<file path="src/rtl/axi_lite_reg_slave.sv">
`default_nettype none
// ============================================================================
// Module   : axi_lite_reg_slave
// Function : AXI4-Lite responder for NUM_REGS byte-strobed 32-bit registers
// Revision : 1.0 - initial release
// ============================================================================
module axi_lite_reg_slave #(
  parameter int ADDR_WIDTH = 32,
  parameter int DATA_WIDTH = 32,
  parameter int NUM_REGS   = 8
) (
  input  logic                           aclk,
  input  logic                           aresetn,
  input  logic [ADDR_WIDTH-1:0]          awaddr,
  input  logic [2:0]                     awprot,
  input  logic                           awvalid,
  output logic                           awready,
  input  logic [DATA_WIDTH-1:0]          wdata,
  input  logic [DATA_WIDTH/8-1:0]        wstrb,
  input  logic                           wvalid,
  output logic                           wready,
  output logic [1:0]                     bresp,
  output logic                           bvalid,
  input  logic                           bready,
  input  logic [ADDR_WIDTH-1:0]          araddr,
  input  logic [2:0]                     arprot,
  input  logic                           arvalid,
  output logic                           arready,
  output logic [DATA_WIDTH-1:0]          rdata,
  output logic [1:0]                     rresp,
  output logic                           rvalid,
  input  logic                           rready,
  output logic [NUM_REGS*DATA_WIDTH-1:0] reg_out,
  output logic [NUM_REGS-1:0]            reg_wr_pulse
);

  localparam int              c_iw       = ADDR_WIDTH - 2;
  localparam int              c_nb       = DATA_WIDTH / 8;
  localparam logic [c_iw:0]   c_num_regs = (c_iw + 1)'(NUM_REGS);
  localparam logic [1:0]      c_okay     = 2'b00;
  localparam logic [1:0]      c_decerr   = 2'b11;

  logic                           r_rst_done;
  logic                           r_aw_hold;
  logic                           r_w_hold;
  logic [c_iw-1:0]                r_aw_idx;
  logic [DATA_WIDTH-1:0]          r_w_data;
  logic [c_nb-1:0]                r_w_strb;
  logic                           r_bvalid;
  logic [1:0]                     r_bresp;
  logic                           r_rvalid;
  logic [1:0]                     r_rresp;
  logic [DATA_WIDTH-1:0]          r_rdata;
  logic [NUM_REGS*DATA_WIDTH-1:0] r_regs;
  logic [NUM_REGS-1:0]            r_wr_pulse;

  logic                  w_aw_hs;
  logic                  w_w_hs;
  logic                  w_ar_hs;
  logic                  w_commit;
  logic [c_iw-1:0]       w_wr_idx;
  logic [DATA_WIDTH-1:0] w_wr_data;
  logic [c_nb-1:0]       w_wr_strb;
  logic                  w_wr_in_range;
  logic [NUM_REGS-1:0]   w_wr_sel;
  logic [c_iw-1:0]       w_rd_idx;
  logic                  w_rd_in_range;
  logic [DATA_WIDTH-1:0] w_rd_data;
  logic                  w_unused;

  // Readies depend on registered state only, never on an incoming valid.
  assign awready = r_rst_done & ~r_aw_hold & ~r_bvalid;
  assign wready  = r_rst_done & ~r_w_hold & ~r_bvalid;
  assign arready = r_rst_done & ~r_rvalid;

  assign w_aw_hs  = awvalid & awready;
  assign w_w_hs   = wvalid & wready;
  assign w_ar_hs  = arvalid & arready;
  assign w_commit = (r_aw_hold | w_aw_hs) & (r_w_hold | w_w_hs);

  assign w_wr_idx      = r_aw_hold ? r_aw_idx : awaddr[ADDR_WIDTH-1:2];
  assign w_wr_data     = r_w_hold ? r_w_data : wdata;
  assign w_wr_strb     = r_w_hold ? r_w_strb : wstrb;
  assign w_wr_in_range = {1'b0, w_wr_idx} < c_num_regs;

  assign w_rd_idx      = araddr[ADDR_WIDTH-1:2];
  assign w_rd_in_range = {1'b0, w_rd_idx} < c_num_regs;

  assign w_unused = ^{awprot, arprot, awaddr[1:0], araddr[1:0]};

  generate
    for (genvar i = 0; i < NUM_REGS; i++) begin : g_wr_sel
      assign w_wr_sel[i] = w_commit & w_wr_in_range & (w_wr_idx == c_iw'(i));
    end
  endgenerate

  always_comb begin
    w_rd_data = '0;
    for (int i = 0; i < NUM_REGS; i++) begin
      if (w_rd_idx == c_iw'(i)) w_rd_data = r_regs[DATA_WIDTH*i +: DATA_WIDTH];
    end
  end

  always_ff @(posedge aclk or negedge aresetn) begin
    if (!aresetn) r_rst_done <= 1'b0;
    else          r_rst_done <= 1'b1;
  end

  always_ff @(posedge aclk or negedge aresetn) begin
    if (!aresetn) begin
      r_regs <= '0;
    end else begin
      for (int i = 0; i < NUM_REGS; i++) begin
        for (int k = 0; k < c_nb; k++) begin
          if (w_wr_sel[i] && w_wr_strb[k])
            r_regs[DATA_WIDTH*i + 8*k +: 8] <= w_wr_data[8*k +: 8];
        end
      end
    end
  end

  // Write channel: hold whichever of AW/W arrives first until its partner shows up.
  always_ff @(posedge aclk or negedge aresetn) begin
    if (!aresetn) begin
      r_aw_hold  <= 1'b0;
      r_w_hold   <= 1'b0;
      r_aw_idx   <= '0;
      r_w_data   <= '0;
      r_w_strb   <= '0;
      r_bvalid   <= 1'b0;
      r_bresp    <= c_okay;
      r_wr_pulse <= '0;
    end else begin
      r_wr_pulse <= w_wr_sel;
      if (w_commit) begin
        r_aw_hold <= 1'b0;
        r_w_hold  <= 1'b0;
        r_bvalid  <= 1'b1;
        r_bresp   <= w_wr_in_range ? c_okay : c_decerr;
      end else begin
        if (w_aw_hs) begin
          r_aw_hold <= 1'b1;
          r_aw_idx  <= awaddr[ADDR_WIDTH-1:2];
        end
        if (w_w_hs) begin
          r_w_hold <= 1'b1;
          r_w_data <= wdata;
          r_w_strb <= wstrb;
        end
        if (r_bvalid && bready) begin
          r_bvalid <= 1'b0;
          r_bresp  <= c_okay;
        end
      end
    end
  end

  // Read samples r_regs before any same-edge write lands, returning the old value.
  always_ff @(posedge aclk or negedge aresetn) begin
    if (!aresetn) begin
      r_rvalid <= 1'b0;
      r_rresp  <= c_okay;
      r_rdata  <= '0;
    end else if (w_ar_hs) begin
      r_rvalid <= 1'b1;
      r_rresp  <= w_rd_in_range ? c_okay : c_decerr;
      r_rdata  <= w_rd_in_range ? w_rd_data : '0;
    end else if (r_rvalid && rready) begin
      r_rvalid <= 1'b0;
    end
  end

  assign bvalid       = r_bvalid;
  assign bresp        = r_bresp;
  assign rvalid       = r_rvalid;
  assign rresp        = r_rresp;
  assign rdata        = r_rdata;
  assign reg_out      = r_regs;
  assign reg_wr_pulse = r_wr_pulse;

endmodule
`default_nettype wire

</file>
<file path="config.mk">
export PLATFORM = sky130hd
export DESIGN_NAME = axi_lite_reg_slave
export DESIGN_NICKNAME = d
export VERILOG_FILES = /design/src/rtl/axi_lite_reg_slave.sv
export SDC_FILE = /design/constraint.sdc
export NUM_CORES = 1
export LEC_CHECK = 0
export ABC_AREA = 1
export BUFFER_PORTS_ARGS = -buffer_cell sky130_fd_sc_hd__buf_2
export CORE_UTILIZATION = 54
export DETAILED_ROUTE_END_ITERATION = 7
export GPL_TIMING_DRIVEN = 0
export PLACE_DENSITY = 0.83
export RECOVER_POWER = 50
export SYNTH_ARGS = -nofsm -noshare
export SYNTH_HDL_FRONTEND = slang
export SYNTH_SLANG_ARGS = --single-unit
</file>
<file path="constraint.sdc">
create_clock -name aclk -period 2.9 [get_ports aclk]
set_input_delay 0.435 -clock aclk [delete_from_list [all_inputs] [get_ports aclk]]
set_output_delay 0.435 -clock aclk [all_outputs]
set_load 0.01 [all_outputs]
</file>
==> flow_summary.toml <==
[pwr]
powerDensity_nw_per_um2 = 628
power.static_leakage_nw = 12.1
peakVddDrop_uv = 561

[synthesis]
synth_cell_type_count = 38
synth_nets = 2330
yosys_warnings = 0
syn_avg_cell_area_um2 = 7.98
syn_inst = 2217
ys.flop_type = "dfrtp_1"
synth-seq-cells = 369
synth_edf_count = 0
netlist_area_um2 = 17700
ys_async_sr_fraction = 1.00
seq_area_frac_synth = 0.522

[worst_setup_path]
cp_data_arrival_time_ns = 3.20
crit_path_max_fanout = 10
cpPeakStageDelay_ns = 0.37
critPathLaunchType = "flip-flop"
path_delay_family = "simple AND/OR/NAND/NOR gates"
path_buf_inv = 5
cp-end-kind = "flip-flop"
worst-setup-path-type = "flip-flop to flip-flop"
cpMostUsedCell = "nand2_1"
worstPathRequired_ns = 3.31
crit_chain = "buf_4, inv_4, buf_6, nand3_1, o31ai_1, nand2_1, nor2_2, nand3_4, nor2_8, buf_4, buf_6, nand4_2, nand2_1, nand2_1"
cp_slowest_cell = "dfrtp_1"

[finish]
layout-drive-gt1-share = 0.220
final_area_um2 = 21700
diodes = 0
nNetsFinal = 2785
multi_input_area_um2 = 7120
area_growth_pct = 22.6
n_fill_cell = 2646
seqCellArea_um2 = 9230
utilization = 0.680

[cts]
cts-htree-levels = 2
cts_tree = "built"
cts_root_buffer = "clkbuf_16"
hold_buffers = 0
numCtsBuffers = 40
clk_path_buf_depth = 3
clkSinkCount = 369
clkTransAtPathRegs_ns = 0.06
insertion_delay_ns = 0.53

[grt]
track_usage = 0.401
grt_max_degree = 111
grt_pass1_vias = 17700
grt_first_pass_wirelength_um = 102000
antenna_found_initial = 2
grt-ovfl-total = 0

[sta]
hold_viol = 39
worst_slew_pin_slew_ns = 1.70
post-route-min-period_ns = 2.79
rsz0062_at_grt = "yes"
skew_ns = 0.0163
drv_slew = 70
setup_viol = 0
fin_tns_setup_ns = 0
slew_headroom = -0.133
max_freq_ghz = 0.359
whs_ns = -0.0614
period_share = 0.962

[worst_hold_path]
hp-class = "primary input to async pin"

[floorplan]
die_x_um = 183
coreArea_um2 = 31900
row_count = 65
start_util = 0.555
die_y_um = 183
dieArea_um2 = 33500
ioPinCount = 418

[route]
wirelength_um = 67300
drtIter0Drc = 2546
routed_via_density = 5.95
wire_per_inst_um = 21.5
ant_nets = 0
num_vias = 18600
drtPass1Iterations = 7
route.detailed.drc = 0

[place]
postPlaceCellArea_um2 = 20400
place_hpwl_um = 50600
port_buffers = 407
place_congestion = 0.987

[run_status]
violations = "hold timing, capacitance limit, slew limit"
status = "complete, but fails checks"

[job]
cap_violations = 1
==> flip-flops by register name, indices dropped and copies added, names as in the netlist <==
signal / cells
r_w_hold: 1
r_w_strb: 4
reg_out: 256
reg_wr_pulse: 8
r_aw_hold: 1
bvalid: 1
r_aw_idx: 30
bresp: 1
rvalid: 1
rdata: 32
r_w_data: 32
r_rst_done: 1
rresp: 1
==> metrics by stage <==
step | worst slack (ns) | instances | power [mW]
after detailed placement | -0.348 | 3062 | 8.55
after global routing | -0.000300 | 3134 | 14.1
after CTS | 0.0116 | 3131 | 13.5
final | 0.111 | 3134 | 13.6
after global placement | -5.59 | 3059 | 8.42
after floorplan | 0.663 | 2217 | 7.47
==> placed cells by master, fill, tap and decap left out, types with 6 or more instances in the layout <==
master,Yosys,routed
nand3_1,176,176
nor3_2,6,6
dfrtp_1,369,369
clkbuf_16,0,41
clkinv_2,0,7
nand4_1,175,175
nand2_1,700,699
nand3_2,17,17
o21ai_0,156,153
o21ai_1,101,104
nor3_1,40,38
buf_1,7,6
clkbuf_8,0,6
nor2_1,79,76
buf_4,4,7
clkbuf_1,83,82
clkbuf_2,0,13
inv_1,206,206
buf_2,39,445
nand4_2,8,7
mux2_2,8,8
==> path summary, 6_finish.rpt <==
kind | from | to | slack [ns] | cells after the start
max | r_aw_hold$_DFFE_PN0P_ | reg_out[151]$_DFFE_PN0P_ | 0.11 | 14
min | aresetn | rdata[1]$_DFFE_PN0P_ | -0.06 | 1
max reg2reg | r_aw_hold$_DFFE_PN0P_ | reg_out[151]$_DFFE_PN0P_ | 0.11 | 14
min reg2reg | rdata[5]$_DFFE_PN0P_ | rdata[5]$_DFFE_PN0P_ | 0.48 | 2
max in group asynchronous | aresetn | r_w_data[29]$_DFFE_PN0P_ | 0.80 | 2
min in group aclk | rready | rvalid$_DFFE_PN0P_ | 0.09 | 2
==> metal layers <==
| metal | global-route usage | share of wire | wire (um) |
|---|---|---|---|
| met1 | 0.508 | 0.36 | 24500 |
| met2 | 0.635 | 0.45 | 30600 |
| met3 | 0.111 | 0.13 | 8610 |
| met4 | 0.199 | 0.053 | 3580 |
| met5 | 0 | 0.00027 | 18 |
==> cells in the mapped netlist (7+ instances only) <==
| master | n | share of area |
|---|---|---|
| nor3_1 | 40 | 0.011 |
| nand3_2 | 17 | 0.0096 |
| clkbuf_1 | 83 | 0.018 |
| buf_1 | 7 | 0.0015 |
| inv_1 | 206 | 0.044 |
| mux2_2 | 8 | 0.0051 |
| nand4_1 | 175 | 0.062 |
| nand2_1 | 700 | 0.15 |
| nor2_1 | 79 | 0.017 |
| buf_2 | 39 | 0.011 |
| o21ai_1 | 101 | 0.029 |
| o21ai_0 | 156 | 0.044 |
| nand3_1 | 176 | 0.050 |
| nand4_2 | 8 | 0.0057 |
| dfrtp_1 | 369 | 0.52 |
==> logic make-up (layout without fill, tap and decap cells) <==
group                  after synthesis  after routing  synth area share
AO/OA/AOI/OAI                      268            268            0.0772
buffers and inverters              349            831            0.0791
flip-flops                         369            369             0.522
multiplexers                         8              8           0.00509
other                                1              1          0.000212
AND/OR/NAND/NOR                   1222           1222             0.317
==> what timing repair did <==
action	4_1_cts	5_1_grt
pin swaps	0	2
gates resized for setup	1	37
buffers inserted	0	3
gates cloned	0	0
setup endpoints to repair	14	202
==> power by group <==
group	leakage, nW	switching (mW)	total (mW)	internal [mW]
Sequential	5.04	0.259	5.87	5.61
Combinational	6.43	2.14	2.75	0.613
Clock	0.621	2.08	5.01	2.93
Total	12.1	4.48	13.6	9.15
==> area by class of cell <==
type                            count  area share
Multi-Input combinational cell   1499       0.328
Tap cell                          435      0.0251
Clock inverter                     12     0.00548
Timing Repair Buffer              413      0.0973
Buffer                            136      0.0282
Sequential cell                   369       0.426
Inverter                          213      0.0370
Clock buffer                       57      0.0529
No activity file was read; power rests on OpenSTA's default activity.
